### config.mk
export PLATFORM = sky130hd
export DESIGN_NAME = multicycle_control
export DESIGN_NICKNAME = d
export VERILOG_FILES = /design/src/rtl/mips_ctrl_pkg.sv /design/src/rtl/multicycle_ctrl_decode.sv /design/src/rtl/multicycle_control.sv
export SDC_FILE = /design/constraint.sdc
export NUM_CORES = 1
export LEC_CHECK = 0
export CAP_MARGIN = 20
export CORE_MARGIN = 5
export CORE_UTILIZATION = 40
export CTS_BUF_LIST = sky130_fd_sc_hd__clkbuf_4
export DETAILED_ROUTE_END_ITERATION = 8
export PLACE_DENSITY_LB_ADDON = 0.12
export SETUP_SLACK_MARGIN = 0.02
export SLEW_MARGIN = 0
export SYNTH_ARGS = -nofsm -noshare
export SYNTH_HDL_FRONTEND = slang
export SYNTH_SLANG_ARGS = --single-unit
### constraint.sdc
create_clock -name clk -period 3.7 [get_ports clk]
set_input_delay 0.555 -clock clk [delete_from_list [all_inputs] [get_ports clk]]
set_output_delay 0.555 -clock clk [all_outputs]
set_load 0.05 [all_outputs]
### src/rtl/mips_ctrl_pkg.sv
// +----------------------------------------------------------------------------+
// | mips_ctrl_pkg : shared opcodes, state encoding and datapath select codes    |
// | Rev 1.0                                                                    |
// +----------------------------------------------------------------------------+
`default_nettype none

package mips_ctrl_pkg;

    localparam logic [5:0] OP_RTYPE = 6'h00;
    localparam logic [5:0] OP_J     = 6'h02;
    localparam logic [5:0] OP_JAL   = 6'h03;
    localparam logic [5:0] OP_BEQ   = 6'h04;
    localparam logic [5:0] OP_BNE   = 6'h05;
    localparam logic [5:0] OP_ADDI  = 6'h08;
    localparam logic [5:0] OP_ANDI  = 6'h0c;
    localparam logic [5:0] OP_ORI   = 6'h0d;
    localparam logic [5:0] OP_LUI   = 6'h0f;
    localparam logic [5:0] OP_LW    = 6'h23;
    localparam logic [5:0] OP_SW    = 6'h2b;
    localparam logic [5:0] FUNCT_JR = 6'h08;

    localparam logic [3:0] S_FETCH  = 4'd0;
    localparam logic [3:0] S_DECODE = 4'd1;
    localparam logic [3:0] S_MEMADR = 4'd2;
    localparam logic [3:0] S_MEMRD  = 4'd3;
    localparam logic [3:0] S_MEMWB  = 4'd4;
    localparam logic [3:0] S_MEMWR  = 4'd5;
    localparam logic [3:0] S_EXEC_R = 4'd6;
    localparam logic [3:0] S_RWB    = 4'd7;
    localparam logic [3:0] S_EXEC_I = 4'd8;
    localparam logic [3:0] S_IWB    = 4'd9;
    localparam logic [3:0] S_BRANCH = 4'd10;
    localparam logic [3:0] S_JUMP   = 4'd11;
    localparam logic [3:0] S_JAL    = 4'd12;
    localparam logic [3:0] S_JR     = 4'd13;
    localparam logic [3:0] S_TRAP   = 4'd14;

    localparam logic [2:0] ALU_LUI   = 3'b000;
    localparam logic [2:0] ALU_SUB   = 3'b001;
    localparam logic [2:0] ALU_ADD   = 3'b100;
    localparam logic [2:0] ALU_OR    = 3'b101;
    localparam logic [2:0] ALU_AND   = 3'b110;
    localparam logic [2:0] ALU_RTYPE = 3'b111;

    localparam logic [1:0] PCSRC_ALU    = 2'b00;
    localparam logic [1:0] PCSRC_ALUOUT = 2'b01;
    localparam logic [1:0] PCSRC_JUMP   = 2'b10;
    localparam logic [1:0] PCSRC_RS     = 2'b11;

    localparam logic [1:0] REGDST_RT = 2'b00;
    localparam logic [1:0] REGDST_RD = 2'b01;
    localparam logic [1:0] REGDST_RA = 2'b10;

    localparam logic [1:0] M2R_ALUOUT = 2'b00;
    localparam logic [1:0] M2R_MDR    = 2'b01;
    localparam logic [1:0] M2R_PC     = 2'b10;

    localparam logic [1:0] ALUB_REG     = 2'b00;
    localparam logic [1:0] ALUB_FOUR    = 2'b01;
    localparam logic [1:0] ALUB_IMM     = 2'b10;
    localparam logic [1:0] ALUB_IMM_SH2 = 2'b11;

    function automatic logic op_known(input logic [5:0] op);
        case (op)
            OP_RTYPE, OP_J, OP_JAL, OP_BEQ, OP_BNE, OP_ADDI,
            OP_ANDI, OP_ORI, OP_LUI, OP_LW, OP_SW: return 1'b1;
            default:                                 return 1'b0;
        endcase
    endfunction

    // Successor of DECODE; unknown opcodes trap or retire as a NOP.
    function automatic logic [3:0] decode_dispatch(input logic [5:0] op,
                                                   input logic [5:0] funct,
                                                   input logic       illegal_trap);
        case (op)
            OP_RTYPE:                         return (funct == FUNCT_JR) ? S_JR : S_EXEC_R;
            OP_J:                             return S_JUMP;
            OP_JAL:                           return S_JAL;
            OP_BEQ, OP_BNE:                   return S_BRANCH;
            OP_ADDI, OP_ANDI, OP_ORI, OP_LUI: return S_EXEC_I;
            OP_LW, OP_SW:                     return S_MEMADR;
            default:                          return illegal_trap ? S_TRAP : S_FETCH;
        endcase
    endfunction

endpackage

`default_nettype wire

### src/rtl/multicycle_ctrl_decode.sv
// +----------------------------------------------------------------------------+
// | multicycle_ctrl_decode : Moore output decode of state and latched opcode    |
// | Rev 1.0                                                                    |
// +----------------------------------------------------------------------------+
`default_nettype none

module multicycle_ctrl_decode
    import mips_ctrl_pkg::*;
(
    input  logic [3:0] state,
    input  logic [5:0] op,
    input  logic [5:0] funct,
    input  logic       mem_ready,
    output logic       pc_write,
    output logic       pc_write_cond_eq,
    output logic       pc_write_cond_ne,
    output logic       i_or_d,
    output logic       mem_read,
    output logic       mem_write,
    output logic       ir_write,
    output logic [1:0] mem_to_reg,
    output logic [1:0] reg_dst,
    output logic       reg_write,
    output logic       alu_src_a,
    output logic [1:0] alu_src_b,
    output logic [2:0] alu_op,
    output logic [1:0] pc_source
);

    always_comb begin
        pc_write         = 1'b0;
        pc_write_cond_eq = 1'b0;
        pc_write_cond_ne = 1'b0;
        i_or_d           = 1'b0;
        mem_read         = 1'b0;
        mem_write        = 1'b0;
        ir_write         = 1'b0;
        mem_to_reg       = M2R_ALUOUT;
        reg_dst          = REGDST_RT;
        reg_write        = 1'b0;
        alu_src_a        = 1'b0;
        alu_src_b        = ALUB_REG;
        alu_op           = ALU_LUI;
        pc_source        = PCSRC_ALU;
        case (state)
            S_FETCH: begin
                mem_read  = 1'b1;
                alu_src_b = ALUB_FOUR;
                alu_op    = ALU_ADD;
                ir_write  = mem_ready;
                pc_write  = mem_ready;
            end
            S_DECODE: begin
                alu_src_b = ALUB_IMM_SH2;
                alu_op    = ALU_ADD;
            end
            S_MEMADR: begin
                alu_src_a = 1'b1;
                alu_src_b = ALUB_IMM;
                alu_op    = ALU_ADD;
            end
            S_MEMRD: begin
                mem_read = 1'b1;
                i_or_d   = 1'b1;
            end
            S_MEMWB: begin
                reg_write  = 1'b1;
                mem_to_reg = M2R_MDR;
                reg_dst    = REGDST_RT;
            end
            S_MEMWR: begin
                mem_write = 1'b1;
                i_or_d    = 1'b1;
            end
            S_EXEC_R: begin
                alu_src_a = 1'b1;
                alu_op    = ALU_RTYPE;
            end
            S_RWB: begin
                reg_write = 1'b1;
                reg_dst   = REGDST_RD;
            end
            S_EXEC_I: begin
                alu_src_a = 1'b1;
                alu_src_b = ALUB_IMM;
                case (op)
                    OP_ANDI: alu_op = ALU_AND;
                    OP_ORI:  alu_op = ALU_OR;
                    OP_LUI:  alu_op = ALU_LUI;
                    default: alu_op = ALU_ADD;
                endcase
            end
            S_IWB: begin
                reg_write = 1'b1;
                reg_dst   = REGDST_RT;
            end
            S_BRANCH: begin
                alu_src_a        = 1'b1;
                alu_op           = ALU_SUB;
                pc_source        = PCSRC_ALUOUT;
                pc_write_cond_eq = (op == OP_BEQ);
                pc_write_cond_ne = (op == OP_BNE);
            end
            S_JUMP: begin
                pc_write  = 1'b1;
                pc_source = PCSRC_JUMP;
            end
            S_JAL: begin
                pc_write   = 1'b1;
                pc_source  = PCSRC_JUMP;
                reg_write  = 1'b1;
                reg_dst    = REGDST_RA;
                mem_to_reg = M2R_PC;
            end
            S_JR: begin
                // JR is only reachable with funct = JR; the guard keeps the
                // latched instruction fields self-consistent.
                pc_write  = (funct == FUNCT_JR);
                pc_source = PCSRC_RS;
            end
            default: ;
        endcase
    end

endmodule

`default_nettype wire

### src/rtl/multicycle_control.sv
// +----------------------------------------------------------------------------+
// | multicycle_control : multicycle MIPS control FSM with retire counter       |
// | Rev 1.0                                                                    |
// +----------------------------------------------------------------------------+
`default_nettype none

module multicycle_control
    import mips_ctrl_pkg::*;
#(
    parameter logic ILLEGAL_TRAP = 1'b1,
    parameter int   CNT_W        = 32
) (
    input  logic             clk,
    input  logic             reset,
    input  logic [5:0]       op,
    input  logic [5:0]       funct,
    input  logic             mem_ready,
    output logic             pc_write,
    output logic             pc_write_cond_eq,
    output logic             pc_write_cond_ne,
    output logic             i_or_d,
    output logic             mem_read,
    output logic             mem_write,
    output logic             ir_write,
    output logic [1:0]       mem_to_reg,
    output logic [1:0]       reg_dst,
    output logic             reg_write,
    output logic             alu_src_a,
    output logic [1:0]       alu_src_b,
    output logic [2:0]       alu_op,
    output logic [1:0]       pc_source,
    output logic             illegal_op,
    output logic             instr_done,
    output logic [CNT_W-1:0] instr_count,
    output logic [3:0]       state_dbg
);

    logic [3:0]       r_state;
    logic [3:0]       w_next;
    logic [5:0]       r_op;
    logic [5:0]       r_funct;
    logic [CNT_W-1:0] r_count;
    logic             r_done;
    logic             r_illegal;
    logic             w_retire;
    logic             w_unknown_dec;

    logic       w_pc_write, w_cond_eq, w_cond_ne, w_i_or_d, w_mem_read, w_mem_write;
    logic       w_ir_write, w_reg_write, w_alu_src_a;
    logic [1:0] w_mem_to_reg, w_reg_dst, w_alu_src_b, w_pc_source;
    logic [2:0] w_alu_op;

    always_comb begin
        w_next = r_state;
        case (r_state)
            S_FETCH:  if (mem_ready) w_next = S_DECODE;
            S_DECODE: w_next = decode_dispatch(op, funct, ILLEGAL_TRAP);
            S_MEMADR: w_next = (r_op == OP_SW) ? S_MEMWR : S_MEMRD;
            S_MEMRD:  if (mem_ready) w_next = S_MEMWB;
            S_MEMWR:  if (mem_ready) w_next = S_FETCH;
            S_EXEC_R: w_next = S_RWB;
            S_EXEC_I: w_next = S_IWB;
            S_TRAP:   w_next = S_TRAP;
            default:  w_next = S_FETCH;
        endcase
    end

    assign w_retire      = (w_next == S_FETCH) && (r_state != S_FETCH);
    assign w_unknown_dec = (r_state == S_DECODE) && !op_known(op);

    // instr_done is registered, so it lines up with the updated count.
    always_ff @(posedge clk) begin
        if (reset) begin
            r_state   <= S_FETCH;
            r_op      <= '0;
            r_funct   <= '0;
            r_count   <= '0;
            r_done    <= 1'b0;
            r_illegal <= 1'b0;
        end else begin
            r_state <= w_next;
            r_done  <= w_retire;
            if (w_retire)
                r_count <= r_count + CNT_W'(1);
            if (r_state == S_DECODE) begin
                r_op    <= op;
                r_funct <= funct;
            end
            if (ILLEGAL_TRAP && (r_state == S_DECODE) && (w_next == S_TRAP))
                r_illegal <= 1'b1;
        end
    end

    multicycle_ctrl_decode u_decode (
        .state            (r_state),
        .op               (r_op),
        .funct            (r_funct),
        .mem_ready        (mem_ready),
        .pc_write         (w_pc_write),
        .pc_write_cond_eq (w_cond_eq),
        .pc_write_cond_ne (w_cond_ne),
        .i_or_d           (w_i_or_d),
        .mem_read         (w_mem_read),
        .mem_write        (w_mem_write),
        .ir_write         (w_ir_write),
        .mem_to_reg       (w_mem_to_reg),
        .reg_dst          (w_reg_dst),
        .reg_write        (w_reg_write),
        .alu_src_a        (w_alu_src_a),
        .alu_src_b        (w_alu_src_b),
        .alu_op           (w_alu_op),
        .pc_source        (w_pc_source)
    );

    assign pc_write         = w_pc_write  & ~reset;
    assign pc_write_cond_eq = w_cond_eq   & ~reset;
    assign pc_write_cond_ne = w_cond_ne   & ~reset;
    assign i_or_d           = w_i_or_d    & ~reset;
    assign mem_read         = w_mem_read  & ~reset;
    assign mem_write        = w_mem_write & ~reset;
    assign ir_write         = w_ir_write  & ~reset;
    assign reg_write        = w_reg_write & ~reset;
    assign alu_src_a        = w_alu_src_a & ~reset;
    assign mem_to_reg       = reset ? 2'b00 : w_mem_to_reg;
    assign reg_dst          = reset ? 2'b00 : w_reg_dst;
    assign alu_src_b        = reset ? 2'b00 : w_alu_src_b;
    assign alu_op           = reset ? 3'b000 : w_alu_op;
    assign pc_source        = reset ? 2'b00 : w_pc_source;
    assign illegal_op       = ~reset & (ILLEGAL_TRAP ? r_illegal : w_unknown_dec);
    assign instr_done       = r_done & ~reset;
    assign instr_count      = reset ? '0 : r_count;
    assign state_dbg        = reset ? 4'd0 : r_state;

endmodule

`default_nettype wire

==> tab_implementation.tex, run 1 <==
\begin{tabular}{lr}
\hline
Metric & Value \\
\hline
\multicolumn{2}{l}{\textbf{Yosys}} \\
\quad Post-synth design cell area & 3290 µm² \\
\quad Number of warnings printed during yosys synthesis & 0 \\
\quad Post-synthesis sequential area ratio & 30.4\% \\
\quad Share of synthesized flip-flops with an asynchronous set or reset & 0\% \\
\quad Per-instance average area after synthesis & 7.73 µm² \\
\quad Number of synthesized flops with an enable pin & 0 \\
\quad Synth top area cells & sky130\_fd\_sc\_hd\_\_dfxtp\_1 (30\%), sky130\_fd\_sc\_hd\_\_nor2b\_1 (8.7\%), sky130\_fd\_sc\_hd\_\_mux2\_2 (7.2\%), sky130\_fd\_sc\_hd\_\_nor4\_1 (6.3\%), sky130\_fd\_sc\_hd\_\_nor2\_1 (6.2\%) \\
\quad Most frequently used flop master after synthesis & sky130\_fd\_sc\_hd\_\_dfxtp\_1 \\
\quad Number of synthesized register bits & 50 \\
\quad Top cell type's share of synthesized area & 30.4\% \\
\quad Area leader, netlist & sky130\_fd\_sc\_hd\_\_dfxtp\_1 \\
\quad Mapped Cells & around 430 \\
\quad Count of different cell masters after synthesis & 50 \\
\quad Number of nets in the synthesized netlist & 442 \\
\multicolumn{2}{l}{\textbf{Final layout}} \\
\quad Ratio of cells with drive above 1 in the final layout & 10.0\% \\
\quad Finished Core Util & 50.4\% \\
\quad Most frequent cells in the layout & sky130\_fd\_sc\_hd\_\_clkdlybuf4s50\_1 (71), sky130\_fd\_sc\_hd\_\_nor2\_1 (54), sky130\_fd\_sc\_hd\_\_dfxtp\_1 (50) \\
\quad Total Nets Final & 494 \\
\quad Ant. Diodes & 0 \\
\quad Area added between synthesis and finish & 24.4\% \\
\quad Count of filler cells inserted in the layout & 800 \\
\quad Leading cell type in the layout, fill and taps excluded & sky130\_fd\_sc\_hd\_\_clkdlybuf4s50\_1 \\
\multicolumn{2}{l}{\textbf{Routing}} \\
\quad Per-cell via count in the routed design & 5.51 \\
\quad Wire length per cell after detailed routing & 14.8 µm \\
\quad Router iterations before antenna repair & 5 \\
\quad DRC violations left & 0 \\
\quad DRC violation total after the first TritonRoute iteration & 132 \\
\quad Final routed wirelength across all metal layers & $\sim$8600 µm \\
\quad Total number of vias & 3216 \\
\quad Final ANT Viol Nets & 0 \\
\multicolumn{2}{l}{\textbf{Timing}} \\
\quad Final critical path time including I/O delays and setup & 3400 ps \\
\quad Final setup violating endpoints & 0 \\
\quad Final max-slew violation count & 0 \\
\quad Number of failing hold endpoints at the final stage & 0 \\
\quad Fmax achieved & 294 MHz \\
\quad Post-layout worst setup margin & 300 ps \\
\quad Final total negative setup slack & 0 ps \\
\quad Normalized max-slew margin & about two fifths \\
\quad Skew final & 36.5 ps \\
\quad RSZ-0062 raised after global routing & no \\
\quad Actual slew at the worst max-slew pin & approximately 910 ps \\
\quad Portion of the clock cycle consumed by the worst path in the final layout & about 92\% \\
\multicolumn{2}{l}{\textbf{Setup path}} \\
\quad Cell with the largest stage delay on the worst path & sky130\_fd\_sc\_hd\_\_dfxtp\_1 \\
\quad Cell depth of the worst setup path & 5 \\
\quad Req. time, crit path & roughly 3100 ps \\
\quad Slowest Stage Delay on Critical Path & 890 ps \\
\quad Buf+Inv Stages, Crit Path & 1 \\
\quad Cell Chain, Critical Path & nor2b\_1 -> mux2\_2 -> a221oi\_1 -> a211oi\_1 -> clkdlybuf4s50\_1 \\
\quad Kind of launch point of the worst setup path & flip-flop \\
\quad Critical path type & reg2out \\
\quad Crit path max fanout & 26 \\
\quad Arr. time, crit path & 2850 ps \\
\quad Worst reg2reg path startpoint & r\_state[1] \\
\quad Worst-case reg-to-reg path depth & 8 \\
\quad Sort of element at the end of the critical path & output pin \\
\quad Worst reg2reg path endpoint & r\_count[25] \\
\quad CP top delay family & flip-flops \\
\quad Setup slack, reg-to-reg & 730 ps \\
\multicolumn{2}{l}{\textbf{Worst hold path}} \\
\quad Hold/Removal Path Class & reg2reg \\
\quad Cell count of the worst hold path & 2 \\
\quad Worst Min Path Start & r\_funct[3] \\
\quad Sink of the worst hold path & r\_funct[3] \\
\multicolumn{2}{l}{\textbf{Pwr}} \\
\quad Pwr dens & 537 nW/µm² \\
\quad Fraction of power consumed by the clock network & about an eighth \\
\quad Leak pwr & 1.43 nW \\
\quad Share of power burned in combinational logic & 55.1\% \\
\quad Net switching component of the power & 1.13 mW \\
\quad Share of power burned in registers & 33.0\% \\
\quad Switching power share of the total & between 50\% and 60\% \\
\quad Internal power & 1.07 mW \\
\quad Worst IR Drop VDD & 0.282 mV \\
\multicolumn{2}{l}{\textbf{Global routing}} \\
\quad Maximum number of pins on one net before global-route repair & 37 \\
\quad Overall track demand over capacity in global routing & 17.1\% \\
\quad Wire length of the first global-routing pass & 14400 µm \\
\quad Global route total overflow & 0 \\
\quad Number of global-route vias before repair & 3089 \\
\quad Antenna violations before repair & 0 \\
\multicolumn{2}{l}{\textbf{Clock network}} \\
\quad TritonCTS clock tree & built \\
\quad Worst-path clk slew & 160 ps \\
\quad Post-CTS Hold Buffers & 0 \\
\quad CTS max path bufs & 2 \\
\quad Root buffer selected by CTS & sky130\_fd\_sc\_hd\_\_clkbuf\_4 \\
\quad Gates resized, CTS repair & 0 \\
\quad Clock latency at the later pin of the worst-skew pair & 380 ps \\
\quad Number of clock sinks & 50 \\
\quad Buffers inserted by post-CTS timing repair & 0 \\
\quad Deepest level of the CTS H-tree & 2 \\
\quad CTS Buf Count & 5 \\
\multicolumn{2}{l}{\textbf{Floorplan}} \\
\quad Die Span Y & slightly above 100 µm \\
\quad Initial core utilization & 40.5\% \\
\quad Ports & 73 \\
\quad Area inside the core boundary & 8130 µm² \\
\quad Die Area & 10200 µm² \\
\quad Standard-cell rows & 33 \\
\quad Die boundary width & 101 µm \\
\multicolumn{2}{l}{\textbf{Placement}} \\
\quad Final HPWL from detailed placement & approximately 6200 µm \\
\quad IO buf count & 72 \\
\quad Worst slack at placement & 429 ps \\
\quad Gpl congestion & 0.809 \\
\multicolumn{2}{l}{\textbf{Job}} \\
\quad \# Max-Cap Violations & 0 \\
\multicolumn{2}{l}{\textbf{Status}} \\
\quad Outcome & complete, no violations \\
\hline
\end{tabular}
==> logic make-up after synthesis <==
group | after synthesis | synth area share, %
adders and majority gates | 1 | 0.380
and+or+nand+nor | 253 | 42.3
DFF | 50 | 30.4
AOI/OAI and AO/OA | 43 | 8.32
buffers and inverters | 43 | 6.49
muxes | 34 | 11.6
xor gates and xnor gates | 2 | 0.532
==> metrics by stage <==
stage	area (µm²)	hold slack, ps	instances	total power [mW]
floorplan	3300	432	426	1.66
global placement	4040	446	576	1.94
detailed placement	4040	449	576	1.95
CTS	4100	470	584	2.22
global route	4100	492	584	2.37
finish	4100	465	584	2.20
==> Yosys cell counts, types with 4 or more instances <==
cell                       count
sky130_fd_sc_hd__nor4_1       33
sky130_fd_sc_hd__buf_6         4
sky130_fd_sc_hd__and3_1        7
sky130_fd_sc_hd__buf_2         9
sky130_fd_sc_hd__clkbuf_1     16
sky130_fd_sc_hd__nor2_1       54
sky130_fd_sc_hd__nand4_1      12
sky130_fd_sc_hd__mux2_2       21
sky130_fd_sc_hd__nand2_1      44
sky130_fd_sc_hd__dfxtp_1      50
sky130_fd_sc_hd__buf_1         6
sky130_fd_sc_hd__mux2_1       12
sky130_fd_sc_hd__o21ai_0       5
sky130_fd_sc_hd__a21oi_1      20
sky130_fd_sc_hd__nand2b_1      5
sky130_fd_sc_hd__inv_1         5
sky130_fd_sc_hd__nor3_1        8
sky130_fd_sc_hd__nor2b_1      46
sky130_fd_sc_hd__and4_1        5
sky130_fd_sc_hd__nand4b_1      4
sky130_fd_sc_hd__nand3_1      12
sky130_fd_sc_hd__nor4b_1       6
==> worst register-to-register path: cells and delay by family (launching register included) <==
kind	cells	cell delay [ps]
AND/OR/NAND/NOR	5	1200
multiplexers	1	360
buffers and inverters	2	490
flip-flops	1	880
==> worst max path at each step <==
stage | from | endpoint
3_5_place_dp | op[3] | r_count[29]
3_3_place_gp | op[3] | r_count[29]
5_1_grt | r_state[2] | alu_op[1]
2_1_floorplan | reset | alu_src_a
4_1_cts | r_state[2] | pc_write
6_report | r_state[2] | pc_write
==> power by group through the flow <==
stage	registers, mW	logic [mW]	clock network (mW)
floorplan	0.644	1.02	0
global placement	0.733	1.20	0
detailed placement	0.736	1.21	0
CTS	0.723	1.22	0.278
global route	0.745	1.33	0.300
finish	0.726	1.21	0.263
==> layout make-up <==
| class | count | area, µm² | area share, % |
|---|---|---|---|
| clock buffers | 5 | 37.5 | 0.916 |
| clock inverters | 3 | 18.8 | 0.458 |
| inverters | 5 | 18.8 | 0.458 |
| multi-input cells | 333 | 2080 | 50.8 |
| flip-flops and latches | 50 | 1000 | 24.4 |
| well taps | 105 | 131 | 3.21 |
| repair buffers | 83 | 811 | 19.8 |
==> sequential cells by signal, summed over array words and instances (netlist names) <==
register   cells
r_state        4
r_funct        6
r_op           6
r_count       32
r_done         1
r_illegal      1
==> metal layers <==
layer / share of wire [%] / GRT usage, % / vias up
met5: 0 / 0 / -
met4: 1.1 / 4.87 / 0
met3: 3.4 / 2.98 / 8
met2: 49 / 29.3 / 59
met1: 46 / 22.1 / 1519
li1: - / - / 1630
Power figures use the tool's default switching activity.
==> run 2, diff against run 1 <==
PLACE_DENSITY = 0.77   (was default)
PLACE_DENSITY_LB_ADDON = default   (was 0.12)
==> run 2 against run 1 <==
  * Wire length is 4.4% lower
  * Utilization rose by 0.17 points
  * Sequential share of layout area down 0.082 points
  * Largest power group unchanged
  * Worst setup slack worse by 27 ps
  * Die area is the same
  * Critical path type unchanged
  * Combinational power barely moved
  * Critical path depth did not move
  * First-iteration DRC count down 14%
==> tab_implementation.tex, run 2 (same netlist as run 1, synthesis figures left out) <==
\begin{tabular}{lr}
\hline
Metric & Value \\
\hline
\multicolumn{2}{l}{\textbf{Routing}} \\
\quad DRC violation total after the first TritonRoute iteration & 113 (-14\%) \\
\quad Router iterations before antenna repair & 4 (-1) \\
\quad Final routed wirelength across all metal layers & 8260 µm (-4.4\%) \\
\quad Total number of vias & 3252 (+1.1\%) \\
\quad DRC violations left & 0 (unchanged) \\
\quad Per-cell via count in the routed design & 5.59 (+1.5\%) \\
\quad Wire length per cell after detailed routing & 14.2 µm (-4.1\%) \\
\quad Final ANT Viol Nets & 0 (unchanged) \\
\multicolumn{2}{l}{\textbf{Final layout}} \\
\quad Final Non-Filler Cells & 582 (-0.34\%) \\
\quad Largest register by flop count & r\_count \\
\quad Largest registers in the final layout & r\_count (32), r\_funct (6), r\_op (6) \\
\quad Leading cell type in the layout, fill and taps excluded & sky130\_fd\_sc\_hd\_\_clkdlybuf4s50\_1 \\
\quad Area added between synthesis and finish & 24.8\% \\
\quad Most frequent cells in the layout & sky130\_fd\_sc\_hd\_\_clkdlybuf4s50\_1 (71), sky130\_fd\_sc\_hd\_\_nor2\_1 (54), sky130\_fd\_sc\_hd\_\_dfxtp\_1 (50) \\
\quad Ratio of cells with drive above 1 in the final layout & 9.64\% (-0.38 points) \\
\quad Ant. Diodes & 0 (unchanged) \\
\quad Count of filler cells inserted in the layout & 781 (-2.4\%) \\
\quad FF+latch area & 1000 µm² (unchanged) \\
\quad Total Nets Final & 492 (-0.40\%) \\
\quad Footprint of the multi-input gates & 2080 µm² (unchanged) \\
\quad Flip-flop count of the largest register after layout & 32 (unchanged) \\
\multicolumn{2}{l}{\textbf{Timing}} \\
\quad Normalized max-slew margin & 43.4\% (+4.6 points) \\
\quad Fmax achieved & 292 MHz (-0.80\%) \\
\quad RSZ-0062 raised after global routing & no \\
\quad Final max-slew violation count & 0 (unchanged) \\
\quad Actual slew at the worst max-slew pin & 848 ps (-66.6 ps) \\
\quad Portion of the clock cycle consumed by the worst path in the final layout & 92.6\% (+0.74 points) \\
\quad Final setup violating endpoints & 0 (unchanged) \\
\quad Final total negative setup slack & 0 ps (unchanged) \\
\quad Skew final & 22.5 ps (-14.0 ps) \\
\quad Number of failing hold endpoints at the final stage & 0 (unchanged) \\
\quad Final critical path time including I/O delays and setup & 3430 ps (+27.4 ps) \\
\quad Post-layout worst setup margin & 272 ps (-27.4 ps) \\
\multicolumn{2}{l}{\textbf{Setup path}} \\
\quad Kind of launch point of the worst setup path & flip-flop \\
\quad Critical path type & reg2out \\
\quad CP top delay family & flip-flops \\
\quad Worst reg2reg path startpoint & r\_state[1] \\
\quad Setup slack, reg-to-reg & 710 ps (-20 ps) \\
\quad Cell Chain, Critical Path & nand2b\_1 -> nor2\_1 -> nor2\_1 -> nor3\_1 -> clkdlybuf4s50\_1 \\
\quad Slowest Stage Delay on Critical Path & 900 ps (about the same) \\
\quad Critical path's most frequent cell & sky130\_fd\_sc\_hd\_\_nor2\_1 \\
\quad Sort of element at the end of the critical path & output pin \\
\quad Buf+Inv Stages, Crit Path & 1 (unchanged) \\
\quad Req. time, crit path & 3140 ps (about the same) \\
\quad Arr. time, crit path & 2870 ps (+20 ps) \\
\quad Cell with the largest stage delay on the worst path & sky130\_fd\_sc\_hd\_\_dfxtp\_1 \\
\quad Worst reg2reg path endpoint & r\_count[5] \\
\quad Crit path max fanout & 27 (+3.8\%) \\
\quad Worst-case reg-to-reg path depth & 7 (-1) \\
\multicolumn{2}{l}{\textbf{Worst hold path}} \\
\quad Hold/Removal Path Class & reg2reg \\
\quad Sink of the worst hold path & r\_funct[3] \\
\quad Cell count of the worst hold path & 2 (unchanged) \\
\quad Worst Min Path Start & r\_funct[3] \\
\multicolumn{2}{l}{\textbf{Clock network}} \\
\quad CTS Buf Count & 5 (unchanged) \\
\quad CTS max path bufs & 2 (unchanged) \\
\quad Clock latency at the later pin of the worst-skew pair & 380 ps (about the same) \\
\quad Number of clock sinks & 50 (unchanged) \\
\quad Buffers inserted by post-CTS timing repair & 0 (unchanged) \\
\quad Deepest level of the CTS H-tree & 2 (unchanged) \\
\quad TritonCTS clock tree & built \\
\quad Worst-path clk slew & 150 ps (about the same) \\
\quad Root buffer selected by CTS & sky130\_fd\_sc\_hd\_\_clkbuf\_4 \\
\quad Post-CTS Hold Buffers & 0 (unchanged) \\
\quad Gates resized, CTS repair & 0 (unchanged) \\
\multicolumn{2}{l}{\textbf{Pwr}} \\
\quad Internal power & 1.13 mW (+5.7\%) \\
\quad Fraction of power consumed by the clock network & 15.0\% (+3.0 points) \\
\quad Switching power share of the total & 49.5\% (-1.8 points) \\
\quad Worst IR Drop VDD & 0.347 mV (+23\%) \\
\quad Share of power burned in combinational logic & 53.0\% (-2.1 points) \\
\quad Share of power burned in registers & 32.0\% (-1.0 points) \\
\quad Leak pwr & 1.43 nW (+0.19\%) \\
\quad Pwr dens & 545 nW/µm² (+1.5\%) \\
\quad Net switching component of the power & 1.11 mW (-1.8\%) \\
\multicolumn{2}{l}{\textbf{Global routing}} \\
\quad Wire length of the first global-routing pass & 13900 µm (-4.0\%) \\
\quad Number of global-route vias before repair & 3037 (-1.7\%) \\
\quad Antenna violations before repair & 1 (+1) \\
\quad Overall track demand over capacity in global routing & 16.2\% (-0.94 points) \\
\quad Maximum number of pins on one net before global-route repair & 67 (+81\%) \\
\quad Global route total overflow & 0 (unchanged) \\
\multicolumn{2}{l}{\textbf{Placement}} \\
\quad Post-Place Cells & 574 (-0.35\%) \\
\quad Gpl congestion & 0.893 (+10\%) \\
\quad Final HPWL from detailed placement & 5980 µm (-3.1\%) \\
\quad Worst slack at placement & 412 ps (-17.6 ps) \\
\quad IO buf count & 72 (unchanged) \\
\multicolumn{2}{l}{\textbf{Floorplan}} \\
\quad Area inside the core boundary & 8130 µm² (unchanged) \\
\quad Die Area & 10200 µm² (unchanged) \\
\quad Die boundary width & 101 µm (unchanged) \\
\quad Initial core utilization & 40.5\% (unchanged) \\
\quad Die Span Y & 101 µm (unchanged) \\
\quad Standard-cell rows & 33 (unchanged) \\
\quad Ports & 73 (unchanged) \\
\multicolumn{2}{l}{\textbf{Job}} \\
\quad \# Max-Cap Violations & 0 (unchanged) \\
\multicolumn{2}{l}{\textbf{Status}} \\
\quad Outcome & complete, no violations \\
\hline
\end{tabular}
==> run 2: worst reg2reg max path: stages (launching register included) <==
cell,delay (ps)
sky130_fd_sc_hd__dfxtp_1,900
sky130_fd_sc_hd__nor4b_2,240
sky130_fd_sc_hd__buf_4,240
sky130_fd_sc_hd__a41oi_1,310
sky130_fd_sc_hd__nand4b_1,170
sky130_fd_sc_hd__buf_4,270
sky130_fd_sc_hd__nor4b_1,380
sky130_fd_sc_hd__mux2_2,370
==> run 2: metal layers <==
| metal | up-vias | GRT usage [%] | wire, µm |
|---|---|---|---|
| li1 | 1635 | - | - |
| met1 | 1499 | 21.6 | 3730 |
| met2 | 103 | 26.5 | 3830 |
| met3 | 13 | 3.74 | 577 |
| met4 | 2 | 3.83 | 104 |
| met5 | - | 0 | 13 |
==> run 2: area by class of cell <==
| cell class | instances | area share [%] |
|---|---|---|
| repair buffers | 81 | 19.3 |
| inverters | 5 | 0.456 |
| clock buffers | 5 | 0.913 |
| multi-input cells | 333 | 50.6 |
| well taps | 105 | 3.19 |
| clock inverters | 3 | 1.16 |
| flip-flops and latches | 50 | 24.3 |
==> run 2: worst max path at each step <==
stage / startpoint / slack [ps] / depth (start not counted) / to
floorplan: reset / 400 / 3 / alu_src_a
global placement: op[1] / 470 / 7 / r_count[31]
detailed placement: op[2] / 410 / 7 / r_count[30]
CTS: r_state[1] / 260 / 5 / alu_src_b[1]
global route: r_state[1] / 30 / 5 / alu_src_b[1]
finish: r_state[1] / 270 / 5 / alu_src_b[1]
==> run 2: per-stage QoR <==
stage / utilization [%] / area [µm²] / total power, mW / hold WS [ps]
after floorplan: - / 3300 / 1.66 / 432
after global routing: 50.6 / 4110 / 2.40 / 491
after detailed placement: 49.5 / 4030 / 1.91 / 450
final: 50.6 / 4110 / 2.24 / 465
after global placement: 49.5 / 4030 / 1.89 / 439
after CTS: 50.6 / 4110 / 2.25 / 470
==> run 2: power by group through the flow <==
stage	sequential (mW)	combinational, mW	clock, mW
after CTS	0.715	1.19	0.346
after global placement	0.724	1.17	0
after detailed placement	0.727	1.18	0
after floorplan	0.644	1.02	0
final	0.718	1.19	0.337
after global routing	0.735	1.29	0.372
